### config.mk
export PLATFORM = sky130hd
export DESIGN_NAME = commit_rob_flat
export DESIGN_NICKNAME = d
export VERILOG_FILES = /design/src/rtl/commit_pkg.sv /design/src/rtl/commit_rob_if.sv /design/src/rtl/commit_rob_wrap_ptr.sv /design/src/rtl/commit_rob.sv /design/src/flat_wrapper.sv
export SDC_FILE = /design/constraint.sdc
export NUM_CORES = 1
export LEC_CHECK = 0
export ABC_AREA = 1
export CAP_MARGIN = 20
export CORE_ASPECT_RATIO = 0.7
export CORE_MARGIN = 2
export CORE_UTILIZATION = 45
export DETAILED_ROUTE_END_ITERATION = 6
export PLACE_DENSITY = 0.69
export REMOVE_ABC_BUFFERS = 1
export SLEW_MARGIN = 10
export SYNTH_ARGS = -nofsm -noshare
export SYNTH_HDL_FRONTEND = slang
export SYNTH_SLANG_ARGS = --single-unit
### constraint.sdc
create_clock -name clk -period 1.9 [get_ports clk]
set_clock_uncertainty 0.2 [all_clocks]
set_input_delay 0.38 -clock clk [delete_from_list [all_inputs] [get_ports clk]]
set_output_delay 0.38 -clock clk [all_outputs]
set_load 0.01 [all_outputs]
### src/rtl/commit_pkg.sv
// Shared types and defaults for the in-order commit buffer.
//   rob_entry_t     : per-entry status flags (valid, done, wen)
//   c_default_depth : default number of buffer entries
// Physical register widths stay module parameters so the rename table
// and this block can be sized together at instantiation.
package commit_pkg;

  localparam int unsigned c_default_depth         = 16;
  localparam int unsigned c_default_num_phys_regs = 36;

  typedef struct packed {
    logic valid;  // entry holds an in-flight instruction
    logic done;   // execute has reported writeback
    logic wen;    // instruction writes a destination register
  } rob_entry_t;

endpackage

### src/rtl/commit_rob_if.sv
// CompleteNotif: retirement notification from the commit buffer to the
// rename table.
//   val   : one instruction with a destination register retired this cycle
//   preg  : its physical destination register (clear pending bit)
//   ppreg : the previous mapping of that architectural register (free it)
// Modports: pub (publisher, drives) and sub (subscriber, observes).
interface complete_notif #(
  parameter int p_phys_addr_bits = 6
);

  logic                        val;
  logic [p_phys_addr_bits-1:0] preg;
  logic [p_phys_addr_bits-1:0] ppreg;

  modport pub (output val, preg, ppreg);
  modport sub (input  val, preg, ppreg);

endinterface

### src/rtl/commit_rob_wrap_ptr.sv
// rob_wrap_ptr: circular-buffer pointer with an extra wrap bit.
//   clk, rst : clock; synchronous active-low reset (ptr -> 0)
//   inc      : advance the pointer by one entry
//   ptr      : {wrap, index}; the buffer depth is 2**p_idx_bits, so the
//              plain binary increment wraps the index and toggles the wrap
//              bit in one step.
module rob_wrap_ptr #(
  parameter int p_idx_bits = 4
) (
  input  logic                clk,
  input  logic                rst,
  input  logic                inc,
  output logic [p_idx_bits:0] ptr
);

  // NOTE: sequential state is always assigned with <=, so every register
  // samples the pre-edge values of its neighbours.
  always_ff @(posedge clk) begin
    if (!rst) begin
      ptr <= '0;
    end else if (inc) begin
      ptr <= ptr + 1'b1;
    end
  end

endmodule

### src/rtl/commit_rob.sv
// commit_rob: in-order completion buffer.
// Decode/issue allocates one entry per renamed instruction in program
// order; execute marks entries done out of order by sequence number; the
// head entry retires once done, at most one per cycle, and publishes its
// preg/ppreg on the CompleteNotif interface when it writes a register.
//
// Ports:
//   clk, rst      : clock; synchronous active-low reset (discards all
//                   in-flight entries without notification)
//   alloc_en      : allocate request
//   alloc_rdy     : an entry is free (depends on full only)
//   alloc_wen     : allocated instruction writes a destination
//   alloc_preg    : newly allocated physical register
//   alloc_ppreg   : previous physical register, freed at commit
//   alloc_seq_num : index assigned to this allocation (current tail)
//   wb_val        : writeback strobe
//   wb_seq_num    : entry that finished
//   complete      : CompleteNotif publisher (val, preg, ppreg)
//
// Build option COMMIT_ROB_WB_BYPASS_EN: a writeback hitting the valid
// head entry retires it in the same cycle (0-cycle wb-to-complete
// latency). Without it, done is registered first (1-cycle latency).
module commit_rob
  import commit_pkg::*;
#(
  parameter int p_depth          = c_default_depth,
  parameter int p_num_phys_regs  = c_default_num_phys_regs,
  parameter int p_phys_addr_bits = $clog2(p_num_phys_regs),
  parameter int p_seq_num_bits   = $clog2(p_depth)
) (
  input  logic                        clk,
  input  logic                        rst,

  input  logic                        alloc_en,
  output logic                        alloc_rdy,
  input  logic                        alloc_wen,
  input  logic [p_phys_addr_bits-1:0] alloc_preg,
  input  logic [p_phys_addr_bits-1:0] alloc_ppreg,
  output logic [p_seq_num_bits-1:0]   alloc_seq_num,

  input  logic                        wb_val,
  input  logic [p_seq_num_bits-1:0]   wb_seq_num,

  complete_notif.pub                  complete
);

  rob_entry_t                  rob_q     [p_depth];
  logic [p_phys_addr_bits-1:0] preg_q    [p_depth];
  logic [p_phys_addr_bits-1:0] ppreg_q   [p_depth];

  logic [p_seq_num_bits:0]     head_ptr;
  logic [p_seq_num_bits:0]     tail_ptr;
  logic [p_seq_num_bits-1:0]   head_idx;
  logic [p_seq_num_bits-1:0]   tail_idx;
  rob_entry_t                  head_entry;

  logic                        full;
  logic                        alloc_xfer;
  logic                        head_done;
  logic                        commit;

  assign head_idx   = head_ptr[p_seq_num_bits-1:0];
  assign tail_idx   = tail_ptr[p_seq_num_bits-1:0];
  assign head_entry = rob_q[head_idx];

  // Same index with opposite wrap bits means the tail has lapped the head.
  assign full = (head_idx == tail_idx) &&
                (head_ptr[p_seq_num_bits] != tail_ptr[p_seq_num_bits]);

  // Ready looks only at registered occupancy, so a same-cycle commit never
  // creates a combinational path from writeback into allocation.
  assign alloc_rdy     = !full;
  assign alloc_seq_num = tail_idx;
  assign alloc_xfer    = alloc_en && alloc_rdy;

`ifdef COMMIT_ROB_WB_BYPASS_EN
  // A writeback aimed at the valid head counts as done this cycle.
  assign head_done = head_entry.done ||
                     (wb_val && (wb_seq_num == head_idx));
`else
  assign head_done = head_entry.done;
`endif

  assign commit = head_entry.valid && head_done;

  // NOTE: every output of this block is assigned a default first, so no
  // path leaves a signal unassigned and no latch is inferred.
  always_comb begin
    complete.val   = 1'b0;
    complete.preg  = '0;
    complete.ppreg = '0;
    if (commit && head_entry.wen) begin
      complete.val   = 1'b1;
      complete.preg  = preg_q[head_idx];
      complete.ppreg = ppreg_q[head_idx];
    end
  end

  rob_wrap_ptr #(.p_idx_bits(p_seq_num_bits)) u_head_ptr (
    .clk (clk),
    .rst (rst),
    .inc (commit),
    .ptr (head_ptr)
  );

  rob_wrap_ptr #(.p_idx_bits(p_seq_num_bits)) u_tail_ptr (
    .clk (clk),
    .rst (rst),
    .inc (alloc_xfer),
    .ptr (tail_ptr)
  );

  // Status flags. Allocation only targets a free slot (never the head
  // while it is committing), and a writeback to a free slot is dropped,
  // so the three updates below never compete for one live entry.
  always_ff @(posedge clk) begin
    if (!rst) begin
      for (int i = 0; i < p_depth; i++) begin
        rob_q[i] <= '0;
      end
    end else begin
      if (wb_val && rob_q[wb_seq_num].valid) begin
        rob_q[wb_seq_num].done <= 1'b1;
      end
      if (commit) begin
        rob_q[head_idx].valid <= 1'b0;
      end
      if (alloc_xfer) begin
        rob_q[tail_idx] <= '{valid: 1'b1, done: 1'b0, wen: alloc_wen};
      end
    end
  end

  // NOTE: the register payload arrays are not reset; they are only read
  // behind a set valid bit, and leaving them out keeps them plain RAM.
  always_ff @(posedge clk) begin
    if (alloc_xfer) begin
      preg_q[tail_idx]  <= alloc_preg;
      ppreg_q[tail_idx] <= alloc_ppreg;
    end
  end

endmodule

### src/flat_wrapper.sv
// flat-port wrapper written by rule: the top's interface ports become plain ports
module commit_rob_flat import commit_pkg::*;
#(
  parameter int p_depth          = c_default_depth,
  parameter int p_num_phys_regs  = c_default_num_phys_regs,
  parameter int p_phys_addr_bits = $clog2(p_num_phys_regs),
  parameter int p_seq_num_bits   = $clog2(p_depth)
)
  (clk, rst, alloc_en, alloc_rdy, alloc_wen, alloc_preg, alloc_ppreg, alloc_seq_num, wb_val, wb_seq_num, complete_val, complete_preg, complete_ppreg);
  complete_notif #(.p_phys_addr_bits(p_phys_addr_bits)) complete_i ();
  input  logic clk;
  input  logic rst;
  input  logic alloc_en;
  output logic alloc_rdy;
  input  logic alloc_wen;
  input  logic [p_phys_addr_bits-1:0] alloc_preg;
  input  logic [p_phys_addr_bits-1:0] alloc_ppreg;
  output logic [p_seq_num_bits-1:0] alloc_seq_num;
  input  logic wb_val;
  input  logic [p_seq_num_bits-1:0] wb_seq_num;
  output wire logic [$bits(complete_i.val)-1:0] complete_val;
  output wire logic [$bits(complete_i.preg)-1:0] complete_preg;
  output wire logic [$bits(complete_i.ppreg)-1:0] complete_ppreg;
  assign complete_val = complete_i.val;
  assign complete_preg = complete_i.preg;
  assign complete_ppreg = complete_i.ppreg;
  commit_rob #(.p_depth(p_depth), .p_num_phys_regs(p_num_phys_regs), .p_phys_addr_bits(p_phys_addr_bits), .p_seq_num_bits(p_seq_num_bits)) u_core (.clk(clk), .rst(rst), .alloc_en(alloc_en), .alloc_rdy(alloc_rdy), .alloc_wen(alloc_wen), .alloc_preg(alloc_preg), .alloc_ppreg(alloc_ppreg), .alloc_seq_num(alloc_seq_num), .wb_val(wb_val), .wb_seq_num(wb_seq_num), .complete(complete_i));
endmodule
## After elaboration in Yosys (flattened, before gate mapping)

Memory sizes are Yosys's and may differ from the RTL's. A register that Yosys moved wholly into a read port is not among the register bits.
Index checks and enable logic that the tools add are counted.
Widths: inputs -> output; s select.

| word-level totals | value |
|---|---|
| register bits | 10 |
| bits in writable memories | 240 |
| bits of input ports | 21 |
| output and inout port bits | 18 |
| logic and storage cells | 47 |
| memories | 3 |

| operators by class | value |
|---|---|
| add/subtract/negate cells | 2 |
| equality and inequality tests | 2 |
| mux-type cells | 29 |
| reductions and logical operators | 9 |

Memories:

| name | depth | width | rd ports | clocked after memory_dff | write ports | RTL line | RTL |
|---|---|---|---|---|---|---|---|
| u_core.ppreg_q | 16 | 6 | 1 | 1 | 1 | commit_rob.sv:49 | `logic [p_phys_addr_bits-1:0] ppreg_q [p_depth];` |
| u_core.preg_q | 16 | 6 | 1 | 1 | 1 | commit_rob.sv:48 | `logic [p_phys_addr_bits-1:0] preg_q [p_depth];` |
| u_core.rob_q | 16 | 3 | 2 | 1 | 16 | commit_rob.sv:47 | `rob_entry_t rob_q [p_depth];` |

Operators by type and width:

| kind | number |
|---|---|
| $mux 4 | 9 |
| $mux 1 | 13 |
| $mux 6 | 2 |
| $add 5x1->5 const B | 2 |
| $mux 3 | 3 |
| $reduce_or 3->1 | 3 |
| $logic_and 1x1->1 | 5 |
| $eq 4x4->1 | 1 |
| $mux 2 | 2 |
| $logic_not 1->1 | 1 |
| $ne 1x1->1 | 1 |

## Logic depth before layout (Yosys ltp)

Gate-level depths: netlist of the first run.

| logic depth | value |
|---|---|
| depth after elaboration | 9 |
| mapped depth | 12 |
| depth with buffers taken out | 11 |

## By module

A second synthesis of the first run with hierarchy kept.

| unflattened totals | value |
|---|---|
| cells, all modules | 1022 |
| area, all modules | 10701.5 um^2 |

Modules (own cells, without submodules):

| module | instances | cells an instance | area each (um^2) | seq. area each (um^2) |
|---|---|---|---|---|
| commit_rob | 1 | 966 | 10281.1 | 6886.6 |
| rob_wrap_ptr | 2 | 28 | 210.2 | 100.1 |

## Worst setup path before layout of the first run

No wires, ideal clock.

| timing | value |
|---|---|
| kind | flip-flop to flip-flop |
| start point | reg u_core.u_head_ptr.ptr[2] |
| end point | mem u_core.ppreg_q[12][0] (enable) |
| setup time | 0.380 ns |
| arrival time | 1.609 ns |
| data required time | 1.320 ns |
| path slack | -0.289 ns |
| stages on the path, launching flop included | 10 |
| buffers on the path | 2 |
| clock period less this slack | 2.189 ns |
| cells stage by stage | dfxtp_1 > buf_4 > inv_1 > nand2_1 > nand4_1 > nor2_1 > nand2_2 > nand2_1 > buf_2 > nor2_1 |

| on the way | value |
|---|---|
| word-level cells in the longest chain between the ends | 6 |

Ends and longest elaborated chain:

| element | RTL line | RTL |
|---|---|---|
| start, declared | commit_rob_wrap_ptr.sv:13 | `output logic [p_idx_bits:0] ptr` |
| start signal, assigned | commit_rob_wrap_ptr.sv:22 | `ptr <= ptr + 1'b1;` |
| $eq 4x4->1 | commit_rob.sv:67 | `assign full = (head_idx == tail_idx) &&` |
| $logic_and 1x1->1 | commit_rob.sv:67 |  |
| $logic_not 1->1 | commit_rob.sv:72 | `assign alloc_rdy = !full;` |
| named net alloc_rdy | flat_wrapper.sv:14 | `output logic alloc_rdy;` |
| $logic_and 1x1->1 | commit_rob.sv:74 | `assign alloc_xfer = alloc_en && alloc_rdy;` |
| $mux 1 | commit_rob.sv:137 | `if (alloc_xfer) begin` |
| $mux 1 (implied by the code) | commit_rob.sv:139 | `ppreg_q[tail_idx] <= alloc_ppreg;` |
| end, declared | commit_rob.sv:49 |  |

The timed path passes the listed nets, and every way through them passes these cells.

==> out/metrics.yaml, run 1 <==
grt_overflow_total: 0
nNetsFinal: 1353
min_period_over_period_pct: 143
area_delta_synth_final_pct: 29.6
arrival_ns: 2.13
gp_congestion: 0.965
period_needed_ns: 2.71
p_leak_uw: 0.00563
drive_above_1_share_pct: 25.5
grt_first_pass_wirelength_mm: 47.4
maxCapViolations: 0
ys_seq_area_share_pct: 63.6
fin_area_um2: 14600
final_cell_mix: "nand2_1 (385), nand3_1 (208), edfxtp_1 (208)"
synth_top_cell_by_area: "edfxtp_1"
clock_latency_ns: 0.54
netlist_instances: 1163
rr_worst_depth: 9
async_flop_share_pct: 0
slowest_stage: "dfxtp_4"
die_height_um: 136
antenna_found_initial: 0
num_io_pins: 39
dr.pass1.iters: 5
synth_top_area_share_pct: 55.4
synth.distinct_cells: 28
cp-end-kind: "primary output"
slew-limit-headroom_pct: 64.8
crit_cells: 11
r2r-start: "u_core.u_tail_ptr.ptr[1]"
synth.area.mux_share_pct: 0
hold_end: "u_core.rob_q[15][1]"
ctsHoldBuffers: 0
viasPerCell: 5.38
path_class: "reg2out"
rsz0062_at_grt: "true"
ir_worst_vdd_v: 0.000732
finalPower_uw: 16400
clkTransAtPathRegs_ns: 0.06
power_density_nw_per_um2: 1120
dpl_cell_area_um2: 13200
synthSimpleGateAreaFrac_pct: 27.8
rrSetupSlack_ns: -0.04
fillCellCount: 1980
synthAdderAreaFrac_pct: 0.888
htree_num_levels: 1
ys.flop_type: "edfxtp_1"
cts_buffer_depth: 3
grt_max_degree: 58
drc_errors: 0
worst-path-buf-inv: 3
cts-root-buf: "clkbuf_16"
cts.sinks: 254
grtUsageTotal_pct: 23.8
hold_start: "rst"
setup_slack_ns: -0.815
critPathMaxFanout: 18
cpLargestDelayFamily: "simple AND/OR/NAND/NOR gates"
numCtsBuffers: 25
synth_edf_count: 208
final_common_cell: "nand2_1"
start_kind: "flop"
drv_slew: 0
synth_top_family_by_area: "simple AND/OR/NAND/NOR gates"
io_buffers: 38
path_cells: "clkinv_4, buf_12, nand2_1, nand3_1, nand2_1, a21oi_2, nor3_2, nor2_2, nand2_4, nor2_2, clkdlybuf4s15_2"
antennaDiodeCount: 0
setup_viol: 44
synth_area_leaders: "edfxtp_1 (55%), nand2_1 (13%), nand3_1 (9.3%)"
tritoncts: "built"
crit_path_max_incr_delay_ns: 0.38
hpwl_mm: 20.1
drt_wl_total_mm: 31.2
holdWs_ns: 0.192
hold_viol_final: 0
r2r_end: "u_core.preg_q[14][1]"
initial_core_util_pct: 45.8
crit_required_ns: 1.32
vias: 8979
status: "finished with violations"
synth-compound-area-share_pct: 1.91
holdPathStages: 4
synth_warnings: 0
synth-seq-cells: 254
ant_nets: 0
worst_slew_pin_slew_ns: 0.526
synth-xor-area-share_pct: 0.622
rows: 48
dieArea_um2: 26300
final_util_pct: 59.3
synth.cell_area_um2: 11300
avgSynthCellArea_um2: 9.69
dr.first_iter.drc_count: 1008
die_x_um: 193
routedWlPerCell_um: 18.7
grt_pass1_vias: 8468
core_region_area_um2: 24600
max_freq_ghz: 0.368
violations: "setup timing"
hp-class: "in2reg"
report_power, final:
| part | switching (uW) | internal (uW) | total (uW) | leakage [uW] |
|---|---|---|---|---|
| Clock | 2130 | 2950 | 5080 | 0.000414 |
| Sequential | 84.7 | 6150 | 6230 | 0.00228 |
| Combinational | 3200 | 1900 | 5100 | 0.00294 |
registers in the layout (all words and copies together), names as in the netlist, named ones only:
| signal | cells |
|---|---|
| u_core.u_head_ptr.ptr | 5 |
| u_core.u_tail_ptr.ptr | 5 |
| u_core.preg_q | 96 |
| u_core.ppreg_q | 96 |
| u_core.rob_q | 48 |
cells by family (layout without fill, tap and decap cells):
| family | count (synthesis) | count (layout) |
|---|---|---|
| simple gates | 734 | 734 |
| flops | 254 | 254 |
| buf+inv | 116 | 296 |
| compound gates | 43 | 43 |
| fa+ha+maj | 8 | 8 |
| xor+xnor | 8 | 8 |
cell type report:
cell class / count / area (um^2) / area share, %
sequential: 254 / 7190 / 49.2
clock inverter: 15 / 165 / 1.13
multi-input combinational: 793 / 3880 / 26.6
clock buffer: 31 / 678 / 4.64
tap: 325 / 407 / 2.79
timing repair buffer: 199 / 2060 / 14.1
inverter: 51 / 223 / 1.53
through the flow:
step	setup WS (ns)	std cells	TNS, ns
6_report	-0.815	1668	-10.88
5_1_grt	-0.885	1668	-17.36
4_1_cts	-0.815	1664	-10.41
3_5_place_dp	-0.708	1615	-42.62
3_3_place_gp	-0.641	1615	-41.20
2_1_floorplan	-3.08	1098	-190.69
worst max path at each step:
| stage | start | to | slack, ns |
|---|---|---|---|
| CTS | flop | complete_ppreg[5] | -0.81 |
| global placement | flop | complete_preg[1] | -0.64 |
| finish | flop | complete_ppreg[5] | -0.81 |
| floorplan | flop | complete_ppreg[0] | -3.08 |
| detailed placement | flop | complete_ppreg[0] | -0.71 |
| global route | flop | complete_ppreg[1] | -0.89 |
per-layer routing:
metal / vias to the layer above / global-route usage, % / routed length (um)
li1: 4223 / - / -
met5: - / 1.35 / 46
met1: 4301 / 36.0 / 14100
met2: 386 / 34.6 / 13600
met4: 2 / 6.94 / 795
met3: 67 / 4.41 / 2660
synthesized netlist by cell type, types with 2 or more instances:
cell	instances
dfxtp_1	46
inv_2	5
ha_1	8
edfxtp_1	208
buf_4	14
buf_6	8
nand4_1	4
nand3_1	209
xor2_1	6
nand3_2	4
xnor2_1	2
a21oi_1	26
nand2_1	399
o21ai_0	10
nand3_4	2
nor3_1	5
inv_1	43
o21ai_1	7
nor2_1	98
nor2_2	10
buf_1	6
buf_2	23
clkbuf_1	14
clkinv_1	2
worst reg2reg max path, stage by stage, from the launching register on:
cell and delay (ns):
dfxtp_2 0.38, inv_1 0.08, nor2_2 0.09, nor3_2 0.06, nand2_2 0.09, buf_6 0.13, nand2_8 0.07, buf_12 0.15
nor2_4 0.21, clkbuf_16 0.20
timing repair:
item                                    4_1_cts  5_1_grt
resized for setup                            89      132
gates cloned                                  0        4
pin swaps                                     2       10
endpoints found under the setup margin       34      260
setup buffers                                 3        3
(Power assumes the default switching activity.)
==> run 2, diff against run 1 <==
Settings changed: CORE_MARGIN 2 to 1.5.
==> run 2 against run 1 <==
  * Final cell count up 1.0%
  * The run still ends with setup timing left
  * Worst hold slack better by 0.029 ns
  * Die area down 1.2%
  * Clock power up 2%
  * Global-route usage up 0.28 points
==> out/metrics.yaml, run 2 (same netlist as run 1, synthesis figures left out) <==
nNetsFinal: 1371  # was 1353
dieArea_um2: 26000  # was 26300 um^2
fillCellCount: 1881  # was 1980
dr.first_iter.drc_count: 1163  # was 1008
seqCellArea_um2: 7180  # was 7190 um^2
drive_above_1_share_pct: 28.3  # was 25.5%
power_density_nw_per_um2: 1170  # was 1120 nW/um^2
r2r_end: "u_core.rob_q[0][2]"  # was u_core.preg_q[14][1]
ctsHoldBuffers: 0  # unchanged
rr_worst_depth: 12  # was 9
antennaDiodeCount: 0  # unchanged
grt_overflow_total: 0  # unchanged
area_delta_synth_final_pct: 33.5  # was 29.6%
hold_end: "u_core.u_head_ptr.ptr[0]"  # was u_core.rob_q[15][1]
die_height_um: 135  # was 136 um
hp-class: "in2reg"  # unchanged
min_period_over_period_pct: 148  # was 143%
violations: "setup timing"  # unchanged
clock_latency_ns: 0.53  # was 0.54 ns
top_regs: "u_core.ppreg_q: 96 flops, u_core.preg_q: 96 flops, u_core.rob_q: 48 flops"  # unchanged
hold_viol_final: 0  # unchanged
start_kind: "flop"  # unchanged
final_cells: 1685  # was 1668
path_class: "reg2out"  # unchanged
numCtsBuffers: 26  # was 25
tritoncts: "built"  # unchanged
dr.pass1.iters: 5  # unchanged
grtUsageTotal_pct: 24.1  # was 23.8%
finalPower_uw: 17600  # was 16400 uW
final_common_cell: "nand2_1"  # unchanged
cts-root-buf: "clkbuf_16"  # unchanged
p_leak_uw: 0.00577  # was 0.00563 uW
max_freq_ghz: 0.356  # was 0.368 GHz
slew-limit-headroom_pct: 62.7  # was 64.8%
dp_cells: 1615  # unchanged
rows: 48  # unchanged
drc_errors: 0  # unchanged
arrival_ns: 2.23  # was 2.13 ns
grt_pass1_vias: 8333  # was 8468
gp_congestion: 0.933  # was 0.965
grt_first_pass_wirelength_mm: 47.4  # about the same
hold_start: "rst"  # unchanged
antenna_found_initial: 0  # unchanged
use_met3_pct: 5.31  # was 4.41%
initial_core_util_pct: 45.8  # unchanged
grt_max_degree: 35  # was 58
critPathMaxFanout: 8  # was 18
final_cell_mix: "nand2_1 (373), edfxtp_1 (208), nand3_1 (200)"  # was nand2_1 (385), nand3_1 (208), edfxtp_1 (208)
core_region_area_um2: 24600  # unchanged
hpwl_mm: 20.0  # was 20.1 mm
drt_wl_total_mm: 32.4  # was 31.2 mm
multi_input_area_um2: 4100  # was 3880 um^2
cts_buffer_depth: 3  # unchanged
gr-max-usage-layer: "met1"  # unchanged
period_needed_ns: 2.81  # was 2.71 ns
rrSetupSlack_ns: -0.11  # was -0.04 ns
htree_num_levels: 1  # unchanged
vias: 9188  # was 8979
tns_ns: -13.48  # was -10.88 ns
globalRouteMet1Util_pct: 36.0  # about the same
routedWlPerCell_um: 19.2  # was 18.7 um
ant_nets: 0  # unchanged
status: "finished with violations"  # unchanged
crit_required_ns: 1.32  # about the same
setup_slack_ns: -0.909  # was -0.815 ns
holdPathStages: 4  # unchanged
setup_viol: 46  # was 44
viasPerCell: 5.45  # was 5.38
die_x_um: 192  # was 193 um
ir_worst_vdd_v: 0.000622  # was 0.000732 V
pre_cts_ws_ns: -0.790  # was -0.708 ns
maxCapViolations: 0  # unchanged
drv_slew: 0  # unchanged
num_io_pins: 39  # unchanged
clkTransAtPathRegs_ns: 0.07  # was 0.06 ns
io_buffers: 38  # unchanged
cp-end-kind: "primary output"  # unchanged
worst_slew_pin_slew_ns: 0.557  # was 0.526 ns
cts.sinks: 254  # unchanged
rsz0062_at_grt: "true"  # unchanged
grt_use_met2_pct: 35.9  # was 34.6%
[run 2: cell count changes in the layout (fill, tap and decap cells not counted), moves of 6 or more]
cell	before	now
nor2_2	28	15
nor2_1	51	45
nand3_2	4	12
buf_12	32	21
nand2_1	385	373
nand3_1	208	200
nor2_4	29	48
nand2_2	14	25
buf_4	111	121
buf_6	16	32
[run 2: layout make-up]
type / count / share of cell area (%)
sequential: 254 / 47.8
multi-input combinational: 793 / 27.2
timing repair buffer: 216 / 15.1
clock buffer: 34 / 4.67
tap: 325 / 2.70
inverter: 51 / 1.51
clock inverter: 12 / 1.05
[run 2: timing repair]
item / in CTS / in global routing
cloned: 5 / 6
pin swaps: 9 / 23
setup buffers: 11 / 12
resized for setup: 166 / 152
setup endpoints to repair: 45 / 268
[run 2: through the flow]
| step | hold WS, ns | area [um^2] | util [%] |
|---|---|---|---|
| after floorplan | 0.236 | 10900 | - |
| after global placement | 0.237 | 13100 | 53.1 |
| after detailed placement | 0.245 | 13100 | 53.1 |
| after CTS | 0.184 | 14400 | 58.4 |
| after global routing | 0.229 | 15000 | 61.1 |
| final | 0.221 | 15000 | 61.1 |
[run 2: routing by layer]
layer,wire length [um],vias up
li1,-,4271
met1,13900,4416
met2,14700,458
met3,3340,43
met4,444,0
met5,0,-
[run 2: where the power goes]
group / internal, uW / total [uW] / switching (uW) / leakage, uW
Clock: 3130 / 5180 / 2050 / 0.000417
Sequential: 6150 / 6270 / 114 / 0.00228
Combinational: 2490 / 6110 / 3620 / 0.00308
[run 2: how the worst max path moves through the flow]
stage / start / endpoint / slack (ns)
floorplan: flop / complete_ppreg[0] / -3.08
global placement: flop / complete_preg[5] / -0.73
detailed placement: flop / complete_preg[5] / -0.79
CTS: flop / complete_preg[5] / -0.86
global route: flop / complete_preg[3] / -0.96
finish: flop / complete_preg[2] / -0.91
[run 2: worst max-delay path, stage by stage, from the launching register on]
cell	delay [ns]
dfxtp_4	0.45
clkinv_8	0.11
buf_8	0.14
nand2_4	0.04
nand3_2	0.06
nand2_2	0.08
a21oi_2	0.04
nor3_2	0.25
nor2_4	0.09
nand2_8	0.12
buf_12	0.15
nor2_4	0.04
buf_6	0.12
==> RTL edit 1: new RTL, flow settings as in run 1 <==
The package constant `c_default_num_phys_regs` goes from 36 to 72.
--- a/src/rtl/commit_pkg.sv
+++ b/src/rtl/commit_pkg.sv
@@ -6,7 +6,7 @@
 package commit_pkg;
 
   localparam int unsigned c_default_depth         = 16;
-  localparam int unsigned c_default_num_phys_regs = 36;
+  localparam int unsigned c_default_num_phys_regs = 72;
 
   typedef struct packed {
     logic valid;  // entry holds an in-flight instruction
Ports: changed (resized alloc_ppreg, alloc_preg, complete_ppreg and complete_preg); port bits go from 39 to 43. The function was not compared with the original's and may differ.
==> RTL edit 1 against run 1 <==
The run still ends with negative setup slack left; fmax down 4.5%; wire length up 25%; non-clock buffer count up 30; hold slack worse by 0.078 ns; sequential share of layout area down 1.5 points; cell area up 17%; via count up 16%; worst setup slack worse by 0.13 ns; sequential cell count up 32; power up 19%; synthesized area up 12%; count of clock-buffer cells in the layout up 7; global-route usage up 1.9 points; critical endpoint is now complete_preg[4]; largest cell class unchanged; largest power group unchanged.
==> RTL edit 1: results (changes against run 1) <==
[outcome]
status = finished, violations left  ; unchanged
violations = negative setup slack  ; unchanged

[route]
via_per_inst = 5.57  ; was 5.38
wl_met2_um = 18200  ; was 13600 um
wl_met1_um = 15400  ; was 14100 um
drt_iter0_markers = 1465  ; was 1008
routed_wl_um = 39100  ; was 31200 um
route.met3.wl_um = 4530  ; was 2660 um

[layout]
inv_count = 71  ; was 51
multi_input_area_um2 = 4470  ; was 3880 um2
clock_buffers = 38  ; was 31
clkCellAreaFrac = 0.0575  ; was 0.0578
final_nets = 1504  ; was 1353
multi_input_gates = 857  ; was 793
bufAreaShareNonClock = 0.157  ; was 0.141
fin_cells = 1865  ; was 1668
num-nonclk-buffers = 229  ; was 199
layout-drive-gt1-share = 0.289  ; was 0.255
n_fill_cell = 2044  ; was 1980

[global_routing]
globalRouteMet2Util = 0.403  ; was 0.346
globalRouteMet3Util = 0.0726  ; was 0.0441
groute.usage.overall = 0.257  ; was 0.238
grt_pass1_wl_um = 56400  ; was 47400 um

[logic_synthesis]
synth-adder-area-share = 0.00792  ; was 0.00888
synth_edf_count = 240  ; was 208
synth-xor-area-share = 0.00485  ; was 0.00622
syn_avg_cell_area_um2 = 9.83  ; was 9.69 um2
synth_compound_area_frac = 0.0176  ; was 0.0191
seq_area_frac_synth = 0.643  ; was 0.636
synth_common_cells = nand2_1, nand3_1, edfxtp_1  ; unchanged

[worst_setup_path]
crit_end = complete_preg[4]  ; was complete_ppreg[5]
r2r_end = u_core.u_head_ptr.ptr[0]  ; was u_core.preg_q[14][1]
reg2reg_depth = 11  ; was 9

[sta]
worst_slack_ns = -0.941  ; was -0.815 ns
relSlewSlack = 0.591  ; was 0.648
timing.hold.ws_ns = 0.114  ; was 0.192 ns
finalSetupTns_ns = -20.96  ; was -10.88 ns
setup_viol = 163  ; was 44

[place]
gp_congestion = 0.950  ; was 0.965
dpl.cell_count = 1775  ; was 1615
post-place-ws_ns = -0.781  ; was -0.708 ns
dpl-instance-area_um2 = 14600  ; was 13200 um2

[worst_hold_path]
min_to = u_core.u_tail_ptr.ptr[2]  ; was u_core.rob_q[15][1]

[cts]
cts_buffers = 28  ; was 25
clkSinkCount = 286  ; was 254

RTL edit 1: cell count changes in the layout (fill, tap and decap cells not counted), sizes merged, moves of 2 or more:
| cell | run 1 | this run |
|---|---|---|
| nand2 | 402 | 443 |
| nand4 | 4 | 11 |
| inv | 50 | 68 |
| nor2 | 108 | 102 |
| clkdlybuf4s15 | 4 | 2 |
| nor3 | 5 | 2 |
| edfxtp | 208 | 240 |
| buf | 170 | 199 |
| nand3 | 215 | 247 |
| clkdlybuf4s50 | 19 | 21 |
| o21ai | 17 | 11 |
| clkbuf | 35 | 44 |
RTL edit 1: repair_timing:
item / 4_1_cts / 5_1_grt
gates cloned: 15 / 5
setup endpoints to repair: 258 / 307
pin swaps: 24 / 50
buffers inserted: 22 / 18
resized for setup: 193 / 170
RTL edit 1: power breakdown:
part,internal [mW],total (mW),switching [mW]
Combinational,2.67,6.59,3.92
Sequential,6.93,7.05,0.116
Clock,3.48,5.90,2.42
==> RTL edit 2: new RTL, flow settings as in run 1 <==
Made on the original files. Make the reset (`rst`) asynchronous in 2 clocked blocks. Comments in the files are not updated.
--- a/src/rtl/commit_rob_wrap_ptr.sv
+++ b/src/rtl/commit_rob_wrap_ptr.sv
@@ -15,7 +15,7 @@
 
   // NOTE: sequential state is always assigned with <=, so every register
   // samples the pre-edge values of its neighbours.
-  always_ff @(posedge clk) begin
+  always_ff @(posedge clk or negedge rst) begin
     if (!rst) begin
       ptr <= '0;
     end else if (inc) begin
--- a/src/rtl/commit_rob.sv
+++ b/src/rtl/commit_rob.sv
@@ -113,7 +113,7 @@
   // Status flags. Allocation only targets a free slot (never the head
   // while it is committing), and a writeback to a free slot is dropped,
   // so the three updates below never compete for one live entry.
-  always_ff @(posedge clk) begin
+  always_ff @(posedge clk or negedge rst) begin
     if (!rst) begin
       for (int i = 0; i < p_depth; i++) begin
         rob_q[i] <= '0;
Check against the original RTL: differs if rst is asserted again (counterexample within 4 cycles, from zero or initial values and one cycle with rst low); with rst held inactive, the same outputs for 4 cycles.
==> RTL edit 2 against run 1 <==
Wire length is 12% higher; die area is 2.7% higher; the run still ends with negative setup slack left; hold slack worse by 0.13 ns; register-to-register slack worse by 0.50 ns; cell area is 6.0% higher; largest cell class unchanged; highest routed layer is now met4; synthesized cell count is 1.3% higher; synthesized area is 2.7% higher; sequential cell count is 4 lower; worst setup slack worse by 0.26 ns.
Power is not compared: it rests on default switching activity, and its combinational part moved more than twofold at a synthesized area within 25%.
==> RTL edit 2: results (changes against run 1) <==
[sta]
finalSetupTns_ns = -128.26  ; was -10.88 ns
setup_viol = 268  ; was 44
worstMarginPinSlew_ns = 0.594  ; was 0.526 ns
worst_slack_ns = -1.07  ; was -0.815 ns

[place]
dpl.cell_count = 1634  ; was 1615
dpl-instance-area_um2 = 13500  ; was 13200 um2
hpwl_um = 20000  ; was 20100 um
post-place-ws_ns = -0.929  ; was -0.708 ns
gp_congestion = 0.889  ; was 0.965

[worst_setup_path]
crit_path_max_fanout = 8  ; was 18
cp_slowest_cell = dfrtp_4  ; was dfxtp_4
crit_path_max_incr_delay_ns = 0.53  ; was 0.38 ns
cp.arrival_ns = 2.39  ; was 2.13 ns
reg2reg_depth = 11  ; was 9
crit_family = simple AND/OR/NAND/NOR gates  ; unchanged

[logic_synthesis]
synthCells = 1178  ; was 1163
synth.distinct_cells = 33  ; was 28
synth_common_cells = nand2_1, edfxtp_1, nor2_1  ; was nand2_1, nand3_1, edfxtp_1
ys_top_cells_by_area = edfxtp_1, dfrtp_1, nand2_1  ; was edfxtp_1, nand2_1, nand3_1
synth_edf_count = 192  ; was 208
seq_area_frac_synth = 0.624  ; was 0.636
ys_warn_count = 0  ; unchanged
synth-async-reset-ratio = 0.232  ; was 0

[route]
drt-pass1-iter-count = 6  ; was 5
wl_met1_um = 15000  ; was 14100 um
via_per_inst = 5.48  ; was 5.38
drt_iter0_markers = 1009  ; was 1008
top_layer = met4  ; was met5
route.met3.wl_um = 3170  ; was 2660 um
wl_met2_um = 15800  ; was 13600 um
wl_per_cell_um = 20.4  ; was 18.7 um

[global_routing]
grt_max_degree = 40  ; was 58
grt_pass1_vias = 9020  ; was 8468
groute.usage.overall = 0.248  ; was 0.238

[layout]
fin_cells = 1716  ; was 1668
layout-drive-gt1-share = 0.240  ; was 0.255
final_nets = 1397  ; was 1353

[outcome]
violations = negative setup slack  ; unchanged
status = finished, violations left  ; unchanged

[cts]
cts_buffers = 24  ; was 25
cts-root-buf = clkbuf_16  ; unchanged

[worst_hold_path]
min_path_type = in -> async  ; was in -> reg

==> RTL edit 2: changes by cell type after synthesis, sizes merged, moves of 15 or more <==
cell    delta
a21oi     +49
dfxtp     -46
o21ai     +39
nand2     -64
a22o      +24
nor2      +15
edfxtp    -16
nand3    -122
dfrtp     +58
inv       +63
==> RTL edit 2: area by class of cell <==
cell class	count	area, um2
sequential	250	7220
clock buffer	28	637
multi-input combinational	746	3830
clock inverter	15	200
inverter	116	455
tap	331	414
timing repair inverter	1	8.76
fill	2041	10000
timing repair buffer	229	2710
==> RTL edit 2: timing repair <==
item / CTS / global route
buffers inserted: 11 / 14
pin swaps: 20 / 43
setup endpoints to repair: 268 / 268
hold buffers: 1 / 0
endpoints found under the hold margin: 58 / 0
resized for setup: 118 / 113
gates cloned: 8 / 9
==> RTL edit 2: cells by family (layout without fill, tap and decap cells) <==
kind of cell | after synthesis | count (layout) | synth area share
AND/OR/NAND/NOR | 570 | 570 | 0.209
buffers and inverters | 182 | 389 | 0.0751
flip-flops | 250 | 250 | 0.624
adder cells (fa/ha/maj) | 8 | 8 | 0.00865
AO/OA/AOI/OAI | 159 | 159 | 0.0774
XOR/XNOR | 9 | 9 | 0.00681
==> RTL edit 2: final timing paths <==
path	start	to	slack [ns]
max reg2reg	u_core.u_head_ptr.ptr[0]	u_core.ppreg_q[5][0]	-0.54
min	rst	u_core.rob_q[9]	0.06
max	u_core.u_head_ptr.ptr[0]	complete_preg[4]	-1.07
max in group asynchronous	rst	u_core.rob_q[13]	0.91
min reg2reg	u_core.rob_q[42]	u_core.rob_q[42]	0.32
min in group clk	u_core.rob_q[42]	u_core.rob_q[42]	0.32
==> RTL edit 2: layer usage <==
layer | global-route usage | up-vias
met3 | 0.0327 | 81
met5 | 0 | -
met2 | 0.382 | 497
li1 | - | 4286
met4 | 0.0634 | 0
met1 | 0.375 | 4535
==> RTL edit 2: power groups by stage <==
stage / clock network (mW) / logic, mW / registers (mW)
after global placement: 0 / 9.61 / 7.37
after detailed placement: 0 / 9.76 / 7.40
final: 5.18 / 12.5 / 7.37
after floorplan: 0 / 4.65 / 7.74
after CTS: 5.19 / 10.8 / 7.33
after global routing: 5.48 / 13.5 / 7.44
